**config.mk**
```make
export PLATFORM = sky130hd
export DESIGN_NAME = difftest_step_ctrl_flat
export DESIGN_NICKNAME = d
export VERILOG_FILES = /design/src/rtl/difftest_step_ctrl_if.sv /design/src/rtl/difftest_step_ctrl.sv /design/src/flat_wrapper.sv
export SDC_FILE = /design/constraint.sdc
export NUM_CORES = 1
export LEC_CHECK = 0
export CORE_MARGIN = 2
export CORE_UTILIZATION = 40
export CTS_CLUSTER_DIAMETER = 80
export DETAILED_ROUTE_END_ITERATION = 6
export GPL_ROUTABILITY_DRIVEN = 0
export PLACE_DENSITY_LB_ADDON = 0.2
export SLEW_MARGIN = 20
export SYNTH_ARGS = -nofsm -noshare
export SYNTH_HDL_FRONTEND = slang
export SYNTH_SLANG_ARGS = --single-unit
```
**constraint.sdc**
```tcl
create_clock -name clock -period 6.9 [get_ports clock]
set_input_delay 1.38 -clock clock [delete_from_list [all_inputs] [get_ports clock]]
set_output_delay 1.38 -clock clock [all_outputs]
set_load 0.01 [all_outputs]
```
**src/rtl/difftest_step_ctrl_if.sv**
```systemverilog
// Host command, packet/credit and status signals of the difftest step controller.
// Handshake: a command transfers on a clock edge where cmd_valid && cmd_ready are both high.
interface difftest_step_ctrl_if #(
  parameter int STEP_W = 32,
  parameter int CNT_W  = 5
);
  logic              cmd_valid;
  logic              cmd_ready;
  logic [STEP_W-1:0] cmd_steps;
  logic              cmd_free;
  logic              halt_req;
  logic              pkt_valid;
  logic              credit_ret;
  logic              data_next;
  logic              busy;
  logic              done;
  logic [STEP_W-1:0] steps_left;
  logic [CNT_W-1:0]  credits;
  logic              err;
  logic [31:0]       perf_run;
  logic [31:0]       perf_stall;
  logic              state_dbg;

  modport master (
    output cmd_valid, cmd_steps, cmd_free, halt_req, pkt_valid, credit_ret,
    input  cmd_ready, data_next, busy, done, steps_left, credits, err,
           perf_run, perf_stall, state_dbg
  );

  modport slave (
    input  cmd_valid, cmd_steps, cmd_free, halt_req, pkt_valid, credit_ret,
    output cmd_ready, data_next, busy, done, steps_left, credits, err,
           perf_run, perf_stall, state_dbg
  );
endinterface

```
**src/rtl/difftest_step_ctrl.sv**
```systemverilog
// Step/free-run clock-enable generator with downstream packet credit tracking.
// Optional perf counters are built when DIFFTEST_STEP_PERF_EN is defined.
module difftest_step_ctrl #(
  parameter int STEP_W = 32,
  parameter int DEPTH  = 16,
  parameter int CNT_W  = 5
) (
  input logic clock,
  input logic reset,
  difftest_step_ctrl_if.slave bus
);
  localparam logic [0:0] IDLE = 1'b0;
  localparam logic [0:0] RUN  = 1'b1;
  localparam logic [CNT_W-1:0] FULL = CNT_W'(DEPTH);

  logic [0:0]        state, state_next;
  logic              free_q, free_next;
  logic [STEP_W-1:0] steps_q, st_next;
  logic [CNT_W-1:0]  cr_q, cr_next;
  logic [CNT_W:0]    cr_sum;
  logic              dn_q, dn_next;
  logic              done_q, done_next;
  logic              err_q, err_next;
  logic              accept, zero_cmd, consume, overflow;

  always_comb begin
    accept   = (state == IDLE) && bus.cmd_valid;
    zero_cmd = !bus.cmd_free && (bus.cmd_steps == '0);
    consume  = bus.pkt_valid && dn_q;
    overflow = bus.credit_ret && (cr_q == FULL);

    cr_sum = {1'b0, cr_q} - (CNT_W+1)'(consume) + (CNT_W+1)'(bus.credit_ret);
    // A return at full is an error; the count never rises above DEPTH.
    cr_next = (cr_sum > {1'b0, FULL}) ? FULL : cr_sum[CNT_W-1:0];

    if (accept) begin
      st_next   = bus.cmd_steps;
      free_next = bus.cmd_free;
    end else begin
      st_next   = (free_q || steps_q == '0) ? steps_q : steps_q - STEP_W'(dn_q);
      free_next = free_q;
    end

    state_next = state;
    if (state == IDLE) begin
      if (accept && !zero_cmd) state_next = RUN;
    end else if (bus.halt_req || (!free_q && st_next == '0)) begin
      state_next = IDLE;
    end

    // Requiring a credit for the next enable covers the packet that may be in flight now.
    dn_next   = (state_next == RUN) && (free_next || st_next != '0) && (cr_next != '0);
    done_next = ((state == RUN) && (state_next == IDLE)) || (accept && zero_cmd);
    err_next  = err_q || overflow || (bus.pkt_valid && !dn_q);
  end

  always_ff @(posedge clock) begin
    if (reset) begin
      state   <= IDLE;
      free_q  <= 1'b0;
      steps_q <= '0;
      cr_q    <= FULL;
      dn_q    <= 1'b0;
      done_q  <= 1'b0;
      err_q   <= 1'b0;
    end else begin
      state   <= state_next;
      free_q  <= free_next;
      steps_q <= st_next;
      cr_q    <= cr_next;
      dn_q    <= dn_next;
      done_q  <= done_next;
      err_q   <= err_next;
    end
  end

`ifdef DIFFTEST_STEP_PERF_EN
  logic [31:0] run_q, stall_q;

  always_ff @(posedge clock) begin
    if (reset || accept) begin
      run_q   <= '0;
      stall_q <= '0;
    end else begin
      if (dn_q && run_q != '1) run_q <= run_q + 32'd1;
      if (state == RUN && !dn_q && stall_q != '1) stall_q <= stall_q + 32'd1;
    end
  end

  assign bus.perf_run   = run_q;
  assign bus.perf_stall = stall_q;
`else
  assign bus.perf_run   = '0;
  assign bus.perf_stall = '0;
`endif

  assign bus.cmd_ready  = (state == IDLE);
  assign bus.data_next  = dn_q;
  assign bus.busy       = (state == RUN);
  assign bus.done       = done_q;
  assign bus.steps_left = steps_q;
  assign bus.credits    = cr_q;
  assign bus.err        = err_q;
  assign bus.state_dbg  = state;
endmodule

```
**src/flat_wrapper.sv**
```systemverilog
// flat-port wrapper written by rule: the top's interface ports become plain ports
module difftest_step_ctrl_flat 
#(
  parameter int STEP_W = 32,
  parameter int DEPTH  = 16,
  parameter int CNT_W  = 5
)
  (clock, reset, bus_cmd_valid, bus_cmd_steps, bus_cmd_free, bus_halt_req, bus_pkt_valid, bus_credit_ret, bus_cmd_ready, bus_data_next, bus_busy, bus_done, bus_steps_left, bus_credits, bus_err, bus_perf_run, bus_perf_stall, bus_state_dbg);
  difftest_step_ctrl_if #(.STEP_W(STEP_W), .CNT_W(CNT_W)) bus_i ();
  input logic clock;
  input logic reset;
  input wire logic [$bits(bus_i.cmd_valid)-1:0] bus_cmd_valid;
  input wire logic [$bits(bus_i.cmd_steps)-1:0] bus_cmd_steps;
  input wire logic [$bits(bus_i.cmd_free)-1:0] bus_cmd_free;
  input wire logic [$bits(bus_i.halt_req)-1:0] bus_halt_req;
  input wire logic [$bits(bus_i.pkt_valid)-1:0] bus_pkt_valid;
  input wire logic [$bits(bus_i.credit_ret)-1:0] bus_credit_ret;
  output wire logic [$bits(bus_i.cmd_ready)-1:0] bus_cmd_ready;
  output wire logic [$bits(bus_i.data_next)-1:0] bus_data_next;
  output wire logic [$bits(bus_i.busy)-1:0] bus_busy;
  output wire logic [$bits(bus_i.done)-1:0] bus_done;
  output wire logic [$bits(bus_i.steps_left)-1:0] bus_steps_left;
  output wire logic [$bits(bus_i.credits)-1:0] bus_credits;
  output wire logic [$bits(bus_i.err)-1:0] bus_err;
  output wire logic [$bits(bus_i.perf_run)-1:0] bus_perf_run;
  output wire logic [$bits(bus_i.perf_stall)-1:0] bus_perf_stall;
  output wire logic [$bits(bus_i.state_dbg)-1:0] bus_state_dbg;
  assign bus_i.cmd_valid = bus_cmd_valid;
  assign bus_i.cmd_steps = bus_cmd_steps;
  assign bus_i.cmd_free = bus_cmd_free;
  assign bus_i.halt_req = bus_halt_req;
  assign bus_i.pkt_valid = bus_pkt_valid;
  assign bus_i.credit_ret = bus_credit_ret;
  assign bus_cmd_ready = bus_i.cmd_ready;
  assign bus_data_next = bus_i.data_next;
  assign bus_busy = bus_i.busy;
  assign bus_done = bus_i.done;
  assign bus_steps_left = bus_i.steps_left;
  assign bus_credits = bus_i.credits;
  assign bus_err = bus_i.err;
  assign bus_perf_run = bus_i.perf_run;
  assign bus_perf_stall = bus_i.perf_stall;
  assign bus_state_dbg = bus_i.state_dbg;
  difftest_step_ctrl #(.STEP_W(STEP_W), .DEPTH(DEPTH), .CNT_W(CNT_W)) u_core (.clock(clock), .reset(reset), .bus(bus_i));
endmodule
```
After elaboration in Yosys (flattened, before gate mapping)

Cells that the tools add are included.

Add/sub/neg operators: 3
Order comparisons: 1
Equality and inequality tests: 1
Muxes and demuxes: 7
Bitwise operators: 2
Reduce and logical (&&, ||, !) cells: 26

Operators by type and width:

| operator                                                                        | count |
|---|---|
| 32-bit zero test                                                                | 3 |
| 32-bit two-way mux                                                              | 2 |
| 32-bit nonzero test                                                             | 1 |
| 32-bit by 1-bit subtractor with 32-bit output                                   | 1 |
| 1-bit logical AND                                                               | 11 |
| 6-bit by 1-bit adder with 6-bit output                                          | 1 |
| 6-bit by 5-bit greater-than comparator with 1-bit output, second input constant | 1 |
| 1-bit logical OR                                                                | 6 |
| 5-bit by 1-bit subtractor with 6-bit output                                     | 1 |
| 5-bit equality test, second input constant                                      | 1 |
| 5-bit two-way mux                                                               | 1 |
| 5-bit nonzero test                                                              | 1 |
| 1-bit zero test                                                                 | 4 |
| 1-bit two-way mux                                                               | 4 |
| 1-bit NOT                                                                       | 2 |

Register bits after elaboration: 42
Bits of input ports: 39
Output and inout bits: 107
Logic and storage cells: 47

Longest topological paths before layout

Word-level depth: 12
Mapped depth: 14

Worst setup path after synthesis

No wires, ideal clock.

Path type: input to register
From: in bus_pkt_valid
To: reg u_core.dn_q, in the netlist u_core.bus.data_next
Library setup time: 75 ps
Data arrival time: 3366 ps
Required time: 6825 ps
Path slack: 3459 ps
Cell stages on the path: 14
Buffers on the path: 0
Cells stage by stage: and2_1 > ha_1 > inv_1 > ha_1 > inv_1 > fa_1 > inv_1 > a21oi_1 > nor2_1 > nor2_1 > xnor2_1 > nor3_1 > or4_1 > o22ai_1

Word-level cells in the longest chain between the ends: 7

RTL lines:

| element                                                  | RTL line                 | RTL |
|---|---|---|
| from (decl)                                              | flat_wrapper.sv:16       | `input wire logic [$bits(bus_i.pkt_valid)-1:0] bus_pkt_valid;` |
| 1-bit logical AND *                                      | difftest_step_ctrl.sv:29 | `consume = bus.pkt_valid && dn_q;` |
| 5-bit by 1-bit subtractor with 6-bit output *            | difftest_step_ctrl.sv:32 | `cr_sum = {1'b0, cr_q} - (CNT_W+1)'(consume) + (CNT_W+1)'(bus.credit_ret);` |
| 6-bit by 1-bit adder with 6-bit output *                 | difftest_step_ctrl.sv:32 |  |
| 6-bit by 5-bit greater-than comparator with 1-bit output | difftest_step_ctrl.sv:34 | `cr_next = (cr_sum > {1'b0, FULL}) ? FULL : cr_sum[CNT_W-1:0];` |
| 5-bit two-way mux *                                      | difftest_step_ctrl.sv:34 |  |
| 5-bit nonzero test *                                     | difftest_step_ctrl.sv:52 | `dn_next = (state_next == RUN) && (free_next \|\| st_next != '0) && (cr_next != '0);` |
| 1-bit logical AND *                                      | difftest_step_ctrl.sv:52 |  |
| to (signal assigned)                                     | difftest_step_ctrl.sv:71 | `dn_q <= dn_next;` |
| to (decl)                                                | difftest_step_ctrl.sv:21 | `logic dn_q, dn_next;` |

Every way passes the cells marked *; elsewhere a longest branch is shown, timed or not.
A chain may end at the register's enable or synchronous reset.

Final worst setup path

From: reg u_core.steps_q[4], in the netlist u_core.bus.steps_left[4]
To: reg u_core.done_q, in the netlist u_core.bus.done

Word-level cells in the longest chain between the ends: 12
Elaborated cells on any way between the ends: 13
Classes of those cells: 1 x add/sub; 4 x mux; 1 x bitwise; 7 x reduce/logical

RTL lines:

| element                                                                                               | RTL line                 | RTL |
|---|---|---|
| from (decl)                                                                                           | difftest_step_ctrl.sv:18 | `logic [STEP_W-1:0] steps_q, st_next;` |
| from (signal assigned)                                                                                | difftest_step_ctrl.sv:69 | `steps_q <= st_next;` |
| parallel branches: the longest is 2 deep, another holds 32-bit by 1-bit subtractor with 32-bit output | --                       |  |
| 32-bit two-way mux *                                                                                  | difftest_step_ctrl.sv:40 | `st_next = (free_q \|\| steps_q == '0) ? steps_q : steps_q - STEP_W'(dn_q);` |
| 32-bit two-way mux *                                                                                  | difftest_step_ctrl.sv:36 | `if (accept) begin` |
| 32-bit zero test *                                                                                    | difftest_step_ctrl.sv:47 | `end else if (bus.halt_req \|\| (!free_q && st_next == '0)) begin` |
| 1-bit logical AND *                                                                                   | difftest_step_ctrl.sv:47 |  |
| 1-bit logical OR *                                                                                    | difftest_step_ctrl.sv:47 |  |
| 1-bit two-way mux *                                                                                   | difftest_step_ctrl.sv:47 |  |
| 1-bit two-way mux *                                                                                   | difftest_step_ctrl.sv:45 | `if (state == IDLE) begin` |
| 1-bit NOT *                                                                                           | difftest_step_ctrl.sv:53 | `done_next = ((state == RUN) && (state_next == IDLE)) \|\| (accept && zero_cmd);` |
| 1-bit logical AND *                                                                                   | difftest_step_ctrl.sv:53 |  |
| 1-bit logical OR *                                                                                    | difftest_step_ctrl.sv:53 |  |
| to (signal assigned)                                                                                  | difftest_step_ctrl.sv:72 | `done_q <= done_next;` |
| to (decl)                                                                                             | difftest_step_ctrl.sv:22 | `logic done_q, done_next;` |

Every way passes the cells marked *.

==> impl_metrics.env <==
export IMPL_status="finished clean"
export IMPL_synthDistinctLibCells=60
export IMPL_leakage_nw=1.56
export IMPL_first_pass_iters=4
export IMPL_wl_mm=10.4
export IMPL_hold_buffers=0
export IMPL_use_met2_pct=34.2
export IMPL_met3_usage_pct=4.19
export IMPL_dieWidth_um=96.7
export IMPL_fin_crit_sh_pct=56.9
export IMPL_synth_ff_type="dfxtp_1"
export IMPL_synth_warnings=0
export IMPL_max_freq_mhz=255
export IMPL_yosysMostFrequentCell="buf_4"
export IMPL_grt_pass1_wl_mm=16.0
export IMPL_synth_area_leaders="dfxtp_1 24%, buf_4 14%, nor2_1 5.7%"
export IMPL_cts_max_level=2
export IMPL_crit_path_end_kind="register"
export IMPL_finalCriticalPeriod_ps=3930
export IMPL_cp_slowest_stage_delay_ps=760
export IMPL_busiest_layer="met2"
export IMPL_cap_violations=0
export IMPL_synth_edf_count=0
export IMPL_relSlewSlack_pct=41.0
export IMPL_cp_max_fo=19
export IMPL_die_area_um2=9350
export IMPL_synth_top_area_share_pct=24.5
export IMPL_synthesis_area_um2=3440
export IMPL_synth_cells=441
export IMPL_rows=33
export IMPL_path_cells="nor4_1, nand4_1, nor3_4, o21ai_1, a2111oi_0, a41o_1, o21ai_1, nor3_2, a31o_1"
export IMPL_vias_per_cell=5.72
export IMPL_ys_seq_area_share_pct=24.5
export IMPL_fp_coreArea_um2=8260
export IMPL_grtUsageMet1_pct=27.5
export IMPL_startpoint_type="register"
export IMPL_grt_max_degree=41
export IMPL_cts_buffer_depth=2
export IMPL_fin_tns_setup_ps=0
export IMPL_synth_common_cells="66 x buf_4, 52 x nor2_1, 42 x dfxtp_1, 21 x nand2_1, 20 x nor3_1"
export IMPL_layout_drive_gt1_share_pct=4.47
export IMPL_post_cts_resize_count=0
export IMPL_crit_top_cell="o21ai_1"
export IMPL_n_antenna_cell=0
export IMPL_drc=0
export IMPL_cts_made_buffers=5
export IMPL_vias=3543
export IMPL_grt_pass1_vias=3104
export IMPL_ys_seq_elements=42
export IMPL_cp_slowest_cell="nor4_1"
export IMPL_drt_initial_drc_count=204
export IMPL_cts_tree="built"
export IMPL_cts_sinks=42
export IMPL_irDropWorstVdd_v=0.000132
export IMPL_final_hold_viol_count=0
export IMPL_clk_latency_ps=300
export IMPL_drv_slew=0
export IMPL_required_ps=7150
export IMPL_die_height_um=96.7
export IMPL_hp_class="register to register"
export IMPL_path_class="register to register"
export IMPL_port_buffers=81
export IMPL_finalPower_w=0.000947
export IMPL_async_reset_ff_share_pct=0
export IMPL_wire_per_inst_um=16.9
export IMPL_grt_overflow=0
export IMPL_arrival_ps=4180
export IMPL_root_buffer="clkbuf_8"
export IMPL_setup_viol_count_final=0
export IMPL_grt_usage_pct=20.9
export IMPL_io_pins=146
export IMPL_crit_buf_inv=0
export IMPL_start_util_pct=41.6
export IMPL_synth_avg_cell_area_um2=7.79
export IMPL_layout_nets=563
export IMPL_p_per_area_nw_per_um2=228
export IMPL_cts_setup_buffers=0
export IMPL_synthToLayoutAreaGrowth_pct=21.0
export IMPL_final_antenna_net_count=0
export IMPL_synth_area_leader_cell="dfxtp_1"
export IMPL_rsz0062_at_grt="no"
export IMPL_fill_cells=849
export IMPL_worst_pin_slew_ps=876
export IMPL_dpl_hpwl_mm=8.13
export IMPL_fin_skew_ps=8.20
export IMPL_antenna_found_initial=0
export IMPL_clk_pin_slew_ps=90
export IMPL_crit_family="simple AND/OR/NAND/NOR gates"
[power by group]
| part | total, W | switching (W) | leakage (nW) | internal (W) |
|---|---|---|---|---|
| clock network | 0.000160 | 0.0000903 | 0.0373 | 0.0000696 |
| logic | 0.000464 | 0.000254 | 1.18 | 0.000210 |
| registers | 0.000323 | 0.0000470 | 0.347 | 0.000276 |
[per-layer routing]
layer  share of wire (%)  vias to the layer above
met2                  47                      196
met3                 9.0                       23
met1                  42                     1661
li1                    -                     1663
met5                   0                        -
met4                 2.3                        0
[placed cells by master (no fill, tap or decap), drive strengths merged, types with 4 or more instances in the layout]
master         netlist  routed
o21ai               11      11
nand2               21      21
nor3                22      22
clkdlybuf4s50        0      81
o31ai                8       8
or4                 15      15
ha                   9       9
nor4                15      15
dfxtp               42      42
nand4               14      14
xnor2               13      13
nor2                52      52
nand3                6       6
a21oi               14      14
inv                 18      18
clkbuf              10       6
a31oi                8       8
and2                 4       4
a211oi              11      11
or3                 18      18
conb                 1      64
a311oi               8       8
[registers in the layout, summed over array words and instances (netlist names)]
register,flops
u_core.bus.steps_left,32
u_core.bus.credits,5
u_core.bus.busy,1
u_core.bus.data_next,1
u_core.bus.done,1
u_core.bus.err,1
u_core.free_q,1
[worst reg2reg max path: cells and delay by family, from the launching register on]
family / cells / cell delay, ps
compound gates: 5 / 1160
simple gates: 4 / 2310
flops: 1 / 400
[logic make-up after synthesis]
kind of cell	synth area share, %
other cells	0.109
fa+ha+maj	3.86
buf+inv	18.3
flops	24.5
mux	0.582
compound gates	20.2
simple gates	28.6
xor+xnor	3.82
[layout make-up]
type | instances | area, um2 | area share [%]
Clock inverter | 1 | 7.51 | 0.181
Sequential cell | 42 | 841 | 20.2
Clock buffer | 6 | 72.6 | 1.74
Tap cell | 105 | 131 | 3.16
Timing Repair Buffer | 84 | 833 | 20.0
Inverter | 18 | 67.6 | 1.62
Multi-Input combinational cell | 363 | 2210 | 53.0
[worst paths after layout]
check / from / end / slack, ps / depth (start not counted)
hold reg to reg: u_core.bus.credits[4] / u_core.bus.err / 540 / 2
setup / recovery: u_core.bus.steps_left[4] / u_core.bus.done / 2970 / 9
hold / removal: u_core.bus.credits[4] / u_core.bus.err / 540 / 2
setup reg to reg: u_core.bus.steps_left[4] / u_core.bus.done / 2970 / 9
[stage by stage]
step                      setup WS [ps]  cells  utilization [%]  hold slack, ps  cell area [um2]
after floorplan                    3460    504                -             516             3670
after global placement             2940    612             49.4             515             4080
after detailed placement           2840    612             49.4             521             4080
after CTS                          3060    619             50.4             544             4160
after global routing               2800    619             50.4             576             4160
final                              2970    619             50.4             536             4160
(Power assumes the default switching activity.)
